--- config.mk ---
export PLATFORM = sky130hd
export DESIGN_NAME = div_unit
export DESIGN_NICKNAME = d
export VERILOG_FILES = /design/src/rtl/riscv_pkg.sv /design/src/rtl/div_unit.sv
export SDC_FILE = /design/constraint.sdc
export NUM_CORES = 1
export LEC_CHECK = 0
export ABC_AREA = 1
export BUFFER_PORTS_ARGS = -buffer_cell sky130_fd_sc_hd__buf_2
export CAP_MARGIN = 40
export CORE_MARGIN = 2
export CORE_UTILIZATION = 55
export DETAILED_ROUTE_END_ITERATION = 16
export HOLD_SLACK_MARGIN = 0.12
export PLACE_DENSITY = 0.74
export SLEW_MARGIN = 30
export SYNTH_ARGS = -nofsm -noshare
export SYNTH_HDL_FRONTEND = slang
export SYNTH_SLANG_ARGS = --single-unit
--- constraint.sdc ---
create_clock -name clk -period 2.6 [get_ports clk]
set_clock_uncertainty 0.1 [all_clocks]
set_input_delay 0.13 -clock clk [delete_from_list [all_inputs] [get_ports clk]]
set_output_delay 0.13 -clock clk [all_outputs]
set_load 0.005 [all_outputs]
--- src/rtl/riscv_pkg.sv ---
// Shared RV32 definitions: ALU op encodings used by alu, decoder and div_unit,
// the divider state type, and the machine word width.
package riscv_pkg;

    localparam int XLEN = 32;

    localparam logic [3:0] ALU_DIV  = 4'b1001;
    localparam logic [3:0] ALU_REM  = 4'b1010;
    localparam logic [3:0] ALU_DIVU = 4'b1011;
    localparam logic [3:0] ALU_REMU = 4'b1100;

    typedef enum logic [1:0] {
        IDLE = 2'd0,
        CALC = 2'd1,
        FIN  = 2'd2
    } div_state_t;

    // True for any of the four division-family encodings.
    function automatic logic is_div_op(input logic [3:0] ctrl);
        return (ctrl >= ALU_DIV) && (ctrl <= ALU_REMU);
    endfunction

    // True for the signed variants (DIV, REM).
    function automatic logic is_signed_div(input logic [3:0] ctrl);
        return (ctrl == ALU_DIV) || (ctrl == ALU_REM);
    endfunction

    // True when the remainder rather than the quotient is returned.
    function automatic logic is_rem_op(input logic [3:0] ctrl);
        return (ctrl == ALU_REM) || (ctrl == ALU_REMU);
    endfunction

endpackage

--- src/rtl/div_unit.sv ---
// Iterative radix-2 restoring divider for DIV/DIVU/REM/REMU.
// Operands are converted to magnitudes on accept, one quotient bit is produced
// per CALC cycle, and signs / divide-by-zero results are applied in FIN.
module div_unit #(
    parameter int XLEN = riscv_pkg::XLEN
) (
    input  logic            clk,
    input  logic            rst,
    input  logic            start,
    input  logic [XLEN-1:0] a,
    input  logic [XLEN-1:0] b,
    input  logic [3:0]      alu_ctrl,
    output logic            busy,
    output logic            done,
    output logic [XLEN-1:0] result,
    output logic            zero
);
    import riscv_pkg::*;

    localparam int              CNT_W    = $clog2(XLEN);
    localparam logic [CNT_W-1:0] LAST_CNT = CNT_W'(XLEN - 1);

    div_state_t         state_r;
    div_state_t         state_nxt_s;
    logic               accept_s;

    logic [CNT_W-1:0]   cnt_r;
    logic [XLEN-1:0]    rem_acc_r;
    logic [XLEN-1:0]    quo_r;
    logic [XLEN-1:0]    divisor_r;
    logic [XLEN-1:0]    a_r;
    logic               rem_op_r;
    logic               neg_q_r;
    logic               neg_r_r;
    logic               b_zero_r;
    logic [XLEN-1:0]    result_r;
    logic               done_r;
    logic               busy_r;

    logic               a_neg_s;
    logic               b_neg_s;
    logic [XLEN-1:0]    a_abs_s;
    logic [XLEN-1:0]    b_abs_s;
    logic [XLEN:0]      shift_s;
    logic [XLEN:0]      diff_s;
    logic [XLEN-1:0]    rem_nxt_s;
    logic               qbit_s;
    logic [XLEN-1:0]    q_fix_s;
    logic [XLEN-1:0]    r_fix_s;
    logic [XLEN-1:0]    fin_result_s;

    // State register; reset returns to IDLE and abandons any op in flight.
    always_ff @(posedge clk) begin
        if (rst) begin
            state_r <= IDLE;
        end else begin
            state_r <= state_nxt_s;
        end
    end

    // Next-state logic; a zero divisor skips the iteration phase entirely.
    always_comb begin
        state_nxt_s = state_r;
        accept_s    = 1'b0;
        case (state_r)
            IDLE: begin
                if (start && is_div_op(alu_ctrl)) begin
                    accept_s    = 1'b1;
                    state_nxt_s = (b == {XLEN{1'b0}}) ? FIN : CALC;
                end else begin
                    state_nxt_s = IDLE;
                end
            end
            CALC: begin
                if (cnt_r == LAST_CNT) begin
                    state_nxt_s = FIN;
                end else begin
                    state_nxt_s = CALC;
                end
            end
            FIN:     state_nxt_s = IDLE;
            default: state_nxt_s = IDLE;
        endcase
    end

    // Operand magnitudes and sign flags captured at accept (signed ops only).
    always_comb begin
        a_neg_s = is_signed_div(alu_ctrl) & a[XLEN-1];
        b_neg_s = is_signed_div(alu_ctrl) & b[XLEN-1];
        a_abs_s = a_neg_s ? ({XLEN{1'b0}} - a) : a;
        b_abs_s = b_neg_s ? ({XLEN{1'b0}} - b) : b;
    end

    // One restoring step: shift in the next dividend bit, trial-subtract on XLEN+1 bits.
    always_comb begin
        shift_s = {rem_acc_r, quo_r[XLEN-1]};
        diff_s  = shift_s - {1'b0, divisor_r};
        qbit_s  = ~diff_s[XLEN];
        if (qbit_s) begin
            rem_nxt_s = diff_s[XLEN-1:0];
        end else begin
            rem_nxt_s = shift_s[XLEN-1:0];
        end
    end

    // Final result: sign fix-up, or the architectural divide-by-zero values.
    always_comb begin
        q_fix_s = neg_q_r ? ({XLEN{1'b0}} - quo_r) : quo_r;
        r_fix_s = neg_r_r ? ({XLEN{1'b0}} - rem_acc_r) : rem_acc_r;
        if (b_zero_r) begin
            if (rem_op_r) begin
                fin_result_s = a_r;
            end else begin
                fin_result_s = {XLEN{1'b1}};
            end
        end else begin
            if (rem_op_r) begin
                fin_result_s = r_fix_s;
            end else begin
                fin_result_s = q_fix_s;
            end
        end
    end

    // Datapath and registered outputs.
    always_ff @(posedge clk) begin
        if (rst) begin
            cnt_r     <= {CNT_W{1'b0}};
            rem_acc_r <= {XLEN{1'b0}};
            quo_r     <= {XLEN{1'b0}};
            divisor_r <= {XLEN{1'b0}};
            a_r       <= {XLEN{1'b0}};
            rem_op_r  <= 1'b0;
            neg_q_r   <= 1'b0;
            neg_r_r   <= 1'b0;
            b_zero_r  <= 1'b0;
            result_r  <= {XLEN{1'b0}};
            done_r    <= 1'b0;
            busy_r    <= 1'b0;
        end else begin
            done_r <= 1'b0;
            busy_r <= (state_nxt_s != IDLE);
            case (state_r)
                IDLE: begin
                    if (accept_s) begin
                        cnt_r     <= {CNT_W{1'b0}};
                        rem_acc_r <= {XLEN{1'b0}};
                        quo_r     <= a_abs_s;
                        divisor_r <= b_abs_s;
                        a_r       <= a;
                        rem_op_r  <= is_rem_op(alu_ctrl);
                        neg_q_r   <= a_neg_s ^ b_neg_s;
                        neg_r_r   <= a_neg_s;
                        b_zero_r  <= (b == {XLEN{1'b0}});
                    end
                end
                CALC: begin
                    rem_acc_r <= rem_nxt_s;
                    quo_r     <= {quo_r[XLEN-2:0], qbit_s};
                    cnt_r     <= cnt_r + CNT_W'(1);
                end
                FIN: begin
                    result_r <= fin_result_s;
                    done_r   <= 1'b1;
                end
                default: begin
                    done_r <= 1'b0;
                end
            endcase
        end
    end

    assign busy   = busy_r;
    assign done   = done_r;
    assign result = result_r;
    assign zero   = (result_r == {XLEN{1'b0}});

endmodule

======== Word-level counts from Yosys, hierarchy flattened ========
Cells that the tools add are included.
Widths: inputs -> output; s select.
word-level totals
  output and inout bits ................... 35
  flip-flop bits (word level) ............. 173
  bits of input ports ..................... 71
  word-level logic and storage cells ...... 64
cells by class
  bitwise logic cells ..................... 4
  $add $sub $neg .......................... 6
  reduce and logical (&&, ||, !) cells .... 11
  magnitude comparators ................... 2
  mux-type cells .......................... 21
  equality and inequality tests ........... 7
operators with widths
  kind                   count
  $mux 32                10
  $pmux 32 s2            2
  $sub 1x32->32 const A  4
  $logic_not 32->1       2
  $sub 33x32->33         1
  $eq 4x4->1 const B     3
  $pmux 5 s2             1
  $mux 2                 3
  $add 5x1->5 const B    1
  $eq 5x5->1 const B     1
  $mux 5                 1
  $ge 4x4->1 const B     1
  $le 4x4->1 const B     1
  $pmux 2 s2             1
  $reduce_and 2->1       2
  $reduce_bool 2->1      2
  $mux 1                 3
  $and 1x1->1            2
  $eq 2x1->1 const B     1
  $eq 2x2->1 const B     1
  $logic_and 1x1->1      2
  $logic_not 2->1        1
  $logic_or 1x1->1       2
  $ne 2x2->1 const B     1
  other kinds (2)        2

======== Longest topological paths before layout ========
Gate-level depths: netlist of the first run.
  word-level depth ........................ 7
  depth in mapped cells ................... 18
  depth with buffers taken out ............ 17

======== Least setup slack after synthesis of the first run ========
Ideal clock, no wire load.
  path kind ............................... register to register
  start ................................... register quo_r[31]
  end ..................................... register rem_acc_r[19]
  setup slack ............................. 269 ps
  cell stages (with the launch flop) ...... 19
  period minus slack after synthesis ...... 2331 ps
  data required time ...................... 2357 ps
  buffers on the path ..................... 1
  data arrival time ....................... 2087 ps
  setup time .............................. 143 ps
  cells stage by stage .................... dfxtp_1 -> inv_1 -> ha_1 -> fa_1 -> inv_1 -> nand2_1 -> nand2_1 -> nand3_1 -> nand2_2 -> nand2_2 -> nand2_4 -> nand2_4 -> nand2_4 -> nand2_8 -> nand2_8 -> buf_6 -> nand2_2 -> nand3_2 -> a21oi_2
between the ends
  word-level cells in the longest chain between the ends .. 3
ends and longest elaborated chain
  element                   line             text
  start: declaration        div_unit.sv:29   logic [XLEN-1:0] quo_r;
  start signal: assignment  div_unit.sv:130  quo_r <= {XLEN{1'b0}};
  start signal: assignment  div_unit.sv:148  quo_r <= a_abs_s;
  start signal: assignment  div_unit.sv:159  quo_r <= {quo_r[XLEN-2:0], qbit_s};
  $sub 33x32->33            div_unit.sv:97   diff_s = shift_s - {1'b0, divisor_r};
  $mux 32                   div_unit.sv:99   if (qbit_s) begin
  $pmux 32 s2               div_unit.sv:143  case (state_r)
  end signal: assignment    div_unit.sv:129  rem_acc_r <= {XLEN{1'b0}};
  end signal: assignment    div_unit.sv:147  rem_acc_r <= {XLEN{1'b0}};
  end signal: assignment    div_unit.sv:158  rem_acc_r <= rem_nxt_s;
  end: declaration          div_unit.sv:28   logic [XLEN-1:0] rem_acc_r;
No other way between the ends.
A chain may end at the register's enable or synchronous reset.

======== Worst setup path in the final report of the first run ========
  start ................................... register quo_r[31]
  end ..................................... register rem_acc_r[17]
The elaborated chain is that of the path after synthesis.

==> results.txt, run 1 <==
Layout cells sized above 1 - 0.123
Worst setup path startpoint - quo_r[31]
Synth Area in Simple Gates - 0.384
Worst r2r path cells - 17
Cell Rows - 58
Reg-to-Reg End - rem_acc_r[17]
Core ar. - 0.0249 mm2
Initial Util - 0.555
Final wirelength - 48.7 mm
Worst vdd ir - 584 uV
Yosys reg bits - 173
Top FF cell, synth - dfxtp_1
Slew margin rel. - 0.527
RSZ-0062 raised after global routing - true
CTS tree - done
Post-synthesis xor/xnor area fraction - 0.0285
Starting DRT DRC Count - 1,828
Crit path to - rem_acc_r[17]
First-pass detailed-route iteration total - 5
CP Data Required Time - 2.80 ns
Num CTS Buffers - 17
Max Clock Freq - 399 MHz
Yosys warning count - 0
Sequential fraction of the synthesis area - 0.251
Syn Nets - 2,442
Synth top area share - 0.251
Period utilisation layout - 0.965
# IOs - 106
Critical path's slowest cell - fa_2
Final Slew Violations - 0
Area leader, netlist - dfxtp_1
Fillers - 2,393
Most Frequent Cell on Critical Path - nand2_4
Via/cell ratio - 5.63
Diode count - 0
Mux cell area share after synthesis - 0
Setup slack, reg-to-reg - 0.09 ns
Worst slew pin tran - 0.703 ns
Top-count cell post-synth - nand2_1
Placed cell count - 2,721
Worst hold start - alu_ctrl[2]
DRC - 0
Die height - 163 um
Final period demand of the worst path - 2.51 ns
Initial antenna violation count - 2
Skew-Pair Late Insertion Delay - 0.45 ns
Startpoint types - flop
Synth Area in Adders - 0.0358
Syn Std Cell Area - 0.0138 mm2
Layout net count - 2,600
Status - finished, final reports clean
Global-route wire length before repair - 74.7 mm
ANT nets after route - 0
Synth async-reset ratio - 0
Pwr dens - 802 mW/mm2
Vias in the first global route - 14,000
Final hold violations - 0
Layout Area Growth over Synthesis - 17.3%
Non-filler cells, final - 2,833
Pin count of the biggest net entering global routing - 121
Detailed placement HPWL - 36.3 mm
Compound-Gate Fraction of Synth Area - 0.173
Final worst slack - 0.0910 ns
Max incr delay on CP - 0.38 ns
Post-synth top cells - nand2_1, inv_1, nand3_1, nor2_1, a21oi_1
Max-Cap Viols - 0
Vias after detailed routing - 15,900
Post-Syn Area per Cell - 5.93 um2
Crit path max fanout - 14
Dpl ws - 0.0305 ns
Pleak - 8.01 nW
Worst hold path class - primary input to flop
Per-cell routed wire length - 17.2 um
Largest cells by area after synthesis - dfxtp_1, nand2_1, inv_1
I/O Buffers - 105
EDFF count, synth - 0
Largest family of logic cells by synthesized area - simple AND/OR/NAND/NOR gates
Worst-path clk slew - 0.07 ns
Area of the die - 0.0264 mm2
GRT Overall Usage - 0.357
Total gr overflow - 0
Cell variety after synth - 52
CTS root buf - clkbuf_16
Clock tree buffer depth - 2
Post-synthesis instance total - 2,332
Placer Congestion - 1.02
CP endpoint kind - flop
Chip width - 163 um
Worst path cell trace - inv_1 -> ha_2 -> fa_2 -> inv_1 -> nand2_1 -> nand2_1 -> nand3_1 -> nand2_2 -> nand2_2 -> nand2_4 -> nand2_4 -> nand2_4 -> nand2_8 -> nand2_4 -> nand2_2 -> nand3_2 -> a21oi_2
CTS Sinks - 173
Kind of critical path - flop to flop
Reg-to-reg startpoint - quo_r[31]
CTS H-tree lvls - 4
Worst path arrival time - 2.71 ns
Power, Total - 0.0130 W
Final number of setup-violating endpoints - 0
## layout make-up
| type | count | area (um2) | area share |
|---|---|---|---|
| multi-input cells | 1711 | 8660 | 0.534 |
| flip-flops and latches | 173 | 3470 | 0.214 |
| repair buffers | 227 | 1740 | 0.107 |
| inverters | 360 | 1350 | 0.0833 |
| clock buffers | 18 | 439 | 0.0271 |
| well taps | 330 | 413 | 0.0255 |
| clock inverters | 14 | 148 | 0.00911 |
## state kept, by name (all words and copies together) (netlist names)
register and count:
cnt_r 5, neg_q_r 1, a_r 32, b_zero_r 1, result 32, done 1
quo_r 32, divisor_r 32, neg_r_r 1, state_r 2, busy 1, rem_acc_r 32
rem_op_r 1
## routing by layer
layer / routed length, um / part of all wire / GRT usage
met5: 24 / 0.00049 / 0
met4: 1600 / 0.033 / 0.117
met3: 4400 / 0.090 / 0.0675
met2: 20900 / 0.43 / 0.555
met1: 21800 / 0.45 / 0.498
## critical path: cells and delay by family, from the launching register on
family                     cells  cell delay [ns]
DFF                            1             0.34
buffers and inverters          2             0.14
AOI/OAI and AO/OA              1             0.05
adders and majority gates      2             0.59
and+or+nand+nor               12             1.15
## cells by family after synthesis
logic type | Yosys count
AOI/OAI and AO/OA | 426
and+or+nand+nor | 1200
buffers and inverters | 449
xor gates and xnor gates | 45
adders and majority gates | 39
DFF | 173
## how the worst min path moves through the flow
stage                     slack [ns]             to  cells past startpoint
after floorplan                 0.16        a_r[13]                      2
after global routing            0.15  divisor_r[28]                      5
after CTS                       0.12  divisor_r[28]                      5
after global placement          0.33        a_r[13]                      3
after detailed placement        0.34        a_r[13]                      3
final                           0.14     state_r[1]                      6
## layout by cell type, fill, tap and decap left out, types with 9 or more instances in the layout
master and count:
a211oi_1 9, o22ai_1 21, dfxtp_1 170, ha_1 34, xnor2_1 15, xor2_1 30
a31oi_1 18, a21oi_2 23, nor4_1 11, inv_2 14, nand2_1 608, nor3_1 24
inv_1 344, nor2_1 212, nand3_1 216, nand2_2 31, nand3_2 20, o21ai_0 130
buf_2 104, a21oi_1 187, buf_4 43, nand4_1 36, dlygate4sd3_1 72, clkbuf_16 20
## report_power, final
| part | leakage (nW) | switching (W) | internal, W |
|---|---|---|---|
| logic | 6.32 | 0.00499 | 0.00244 |
| registers | 1.41 | 0.000153 | 0.00280 |
| clock network | 0.286 | 0.00131 | 0.00131 |
## metrics by stage
step	setup TNS [ns]	utilization	cell area, um2	hold WS [ns]
floorplan	0	-	13800	0.158
global placement	0	0.592	14700	0.329
detailed placement	0	0.592	14700	0.343
CTS	0	0.645	16000	0.120
global route	-0.120	0.651	16200	0.151
finish	0	0.651	16200	0.141
## repair_timing
item	CTS	global route
endpoints found under the setup margin	0	34
hold endpoints to repair	98	0
hold buffers	72	0
buffers inserted	0	4
resized for setup	0	15
(Power assumes the default switching activity.)
==> inputs of run 2 (changes only) <==
--- a/config.mk
+++ b/config.mk
@@ -13,6 +13,7 @@
 export DETAILED_ROUTE_END_ITERATION = 16
 export HOLD_SLACK_MARGIN = 0.12
 export PLACE_DENSITY = 0.74
+export RECOVER_POWER = 25
 export SLEW_MARGIN = 30
 export SYNTH_ARGS = -nofsm -noshare
 export SYNTH_HDL_FRONTEND = slang
==> results.txt, run 2 (same netlist as run 1, synthesis figures left out) <==
Status - finished, final reports clean
Final wirelength - 48.6 mm
Initial Util - 0.555
Startpoint types - flop
Final Slew Violations - 0
Worst path arrival time - 2.71 ns
CP Data Required Time - 2.80 ns
Crit path max fanout - 14
Max Clock Freq - 399 MHz
Diode count - 0
Starting DRT DRC Count - 1,898
CP endpoint kind - flop
Skew-Pair Late Insertion Delay - 0.44 ns
Area of the die - 0.0264 mm2
Max-Cap Viols - 0
RSZ-0062 raised after global routing - true
Die height - 163 um
CTS Sinks - 173
Slew margin rel. - 0.184
Area after DPL - 0.0147 mm2
CTS root buf - clkbuf_16
Num CTS Buffers - 17
Power, Total - 0.0130 W
Final worst slack - 0.0909 ns
Via/cell ratio - 5.67
Worst hold slack - 0.0899 ns
Dpl ws - 0.0305 ns
Final period demand of the worst path - 2.51 ns
Setup slack, reg-to-reg - 0.09 ns
Vias in the first global route - 14,000
# IOs - 106
Worst hold path class - primary input to flop
GRT Overall Usage - 0.357
Commonest non-fill, non-tap cells in the layout - nand2_1, inv_1, nand3_1
Vias after detailed routing - 16,100
Commonest non-fill, non-tap cell in the layout - nand2_1
CTS H-tree lvls - 4
Chip width - 163 um
Worst-path clk slew - 0.08 ns
Layout cells sized above 1 - 0.118
Worst vdd ir - 577 uV
Clock tree buffer depth - 2
Per-cell routed wire length - 17.2 um
Core ar. - 0.0249 mm2
Placer Congestion - 1.02
Pin count of the biggest net entering global routing - 121
Kind of critical path - flop to flop
Final number of setup-violating endpoints - 0
Final instance area - 0.0162 mm2
DRC - 0
Pleak - 7.96 nW
ANT nets after route - 0
Detailed placement HPWL - 36.3 mm
Pwr dens - 802 mW/mm2
Worst slew pin tran - 1.22 ns
First-pass detailed-route iteration total - 8
I/O Buffers - 105
Global-route wire length before repair - 74.7 mm
Period utilisation layout - 0.965
Setup TNS - 0 ns
Layout Area Growth over Synthesis - 17.0%
Cell Rows - 58
Layout net count - 2,600
Final hold violations - 0
Initial antenna violation count - 2
Fillers - 2,401
CTS tree - done
Total gr overflow - 0
## run 2: changes by cell type in the layout (fill, tap and decap cells not counted), sizes merged
cell	change
buf	-13
clkbuf	+13
clkinv	+1
inv	-1
## run 2: timing repair
action	in CTS	in global routing
buffers inserted	0	4
gates resized for setup	0	15
hold buffers	72	0
hold endpoints to repair	98	0
setup endpoints to repair	0	34
## run 2: worst paths after layout
path	from	to	cells after the start
max	quo_r[31]	rem_acc_r[10]	17
min	alu_ctrl[2]	state_r[1]	6
max reg2reg	quo_r[31]	rem_acc_r[10]	17
min reg2reg	a_r[20]	a_r[20]	2
## run 2: final cells by class
class	instances	area (um2)	area share
timing repair buffer	227	1720	0.106
multi-input combinational	1711	8640	0.534
tap	330	413	0.0255
sequential	173	3470	0.214
inverter	360	1350	0.0835
clock buffer	18	439	0.0271
clock inverter	14	148	0.00913
## run 2: where the power goes
group          internal (W)  switching (W)
clock network       0.00131        0.00130
logic               0.00244        0.00498
registers           0.00280       0.000153
total               0.00655        0.00643
## run 2: critical path, stage by stage, from the launching register on
cell and delay, ns:
dfxtp_2 0.34, inv_1 0.06, ha_2 0.21, fa_2 0.38, inv_1 0.08, nand2_1 0.05
nand2_1 0.08, nand3_1 0.09, nand2_2 0.10, nand2_2 0.07, nand2_4 0.07, nand2_4 0.07
nand2_4 0.09, nand2_8 0.10, nand2_4 0.26, nand2_1 0.09, nand3_1 0.07, a21oi_1 0.06
## run 2: routing by layer
| metal | part of all wire | GRT usage | vias up | routed length, um |
|---|---|---|---|---|
| met5 | 0.00049 | 0 | - | 24 |
| met4 | 0.033 | 0.117 | 4 | 1610 |
| met3 | 0.091 | 0.0675 | 118 | 4430 |
| met2 | 0.43 | 0.555 | 768 | 20900 |
| met1 | 0.45 | 0.498 | 7303 | 21700 |
| li1 | - | - | 7863 | - |
## run 2: through the flow
step / std cells / utilization
floorplan: 2332 / -
global route: 2833 / 0.650
finish: 2833 / 0.650
CTS: 2825 / 0.645
global placement: 2721 / 0.592
detailed placement: 2721 / 0.592
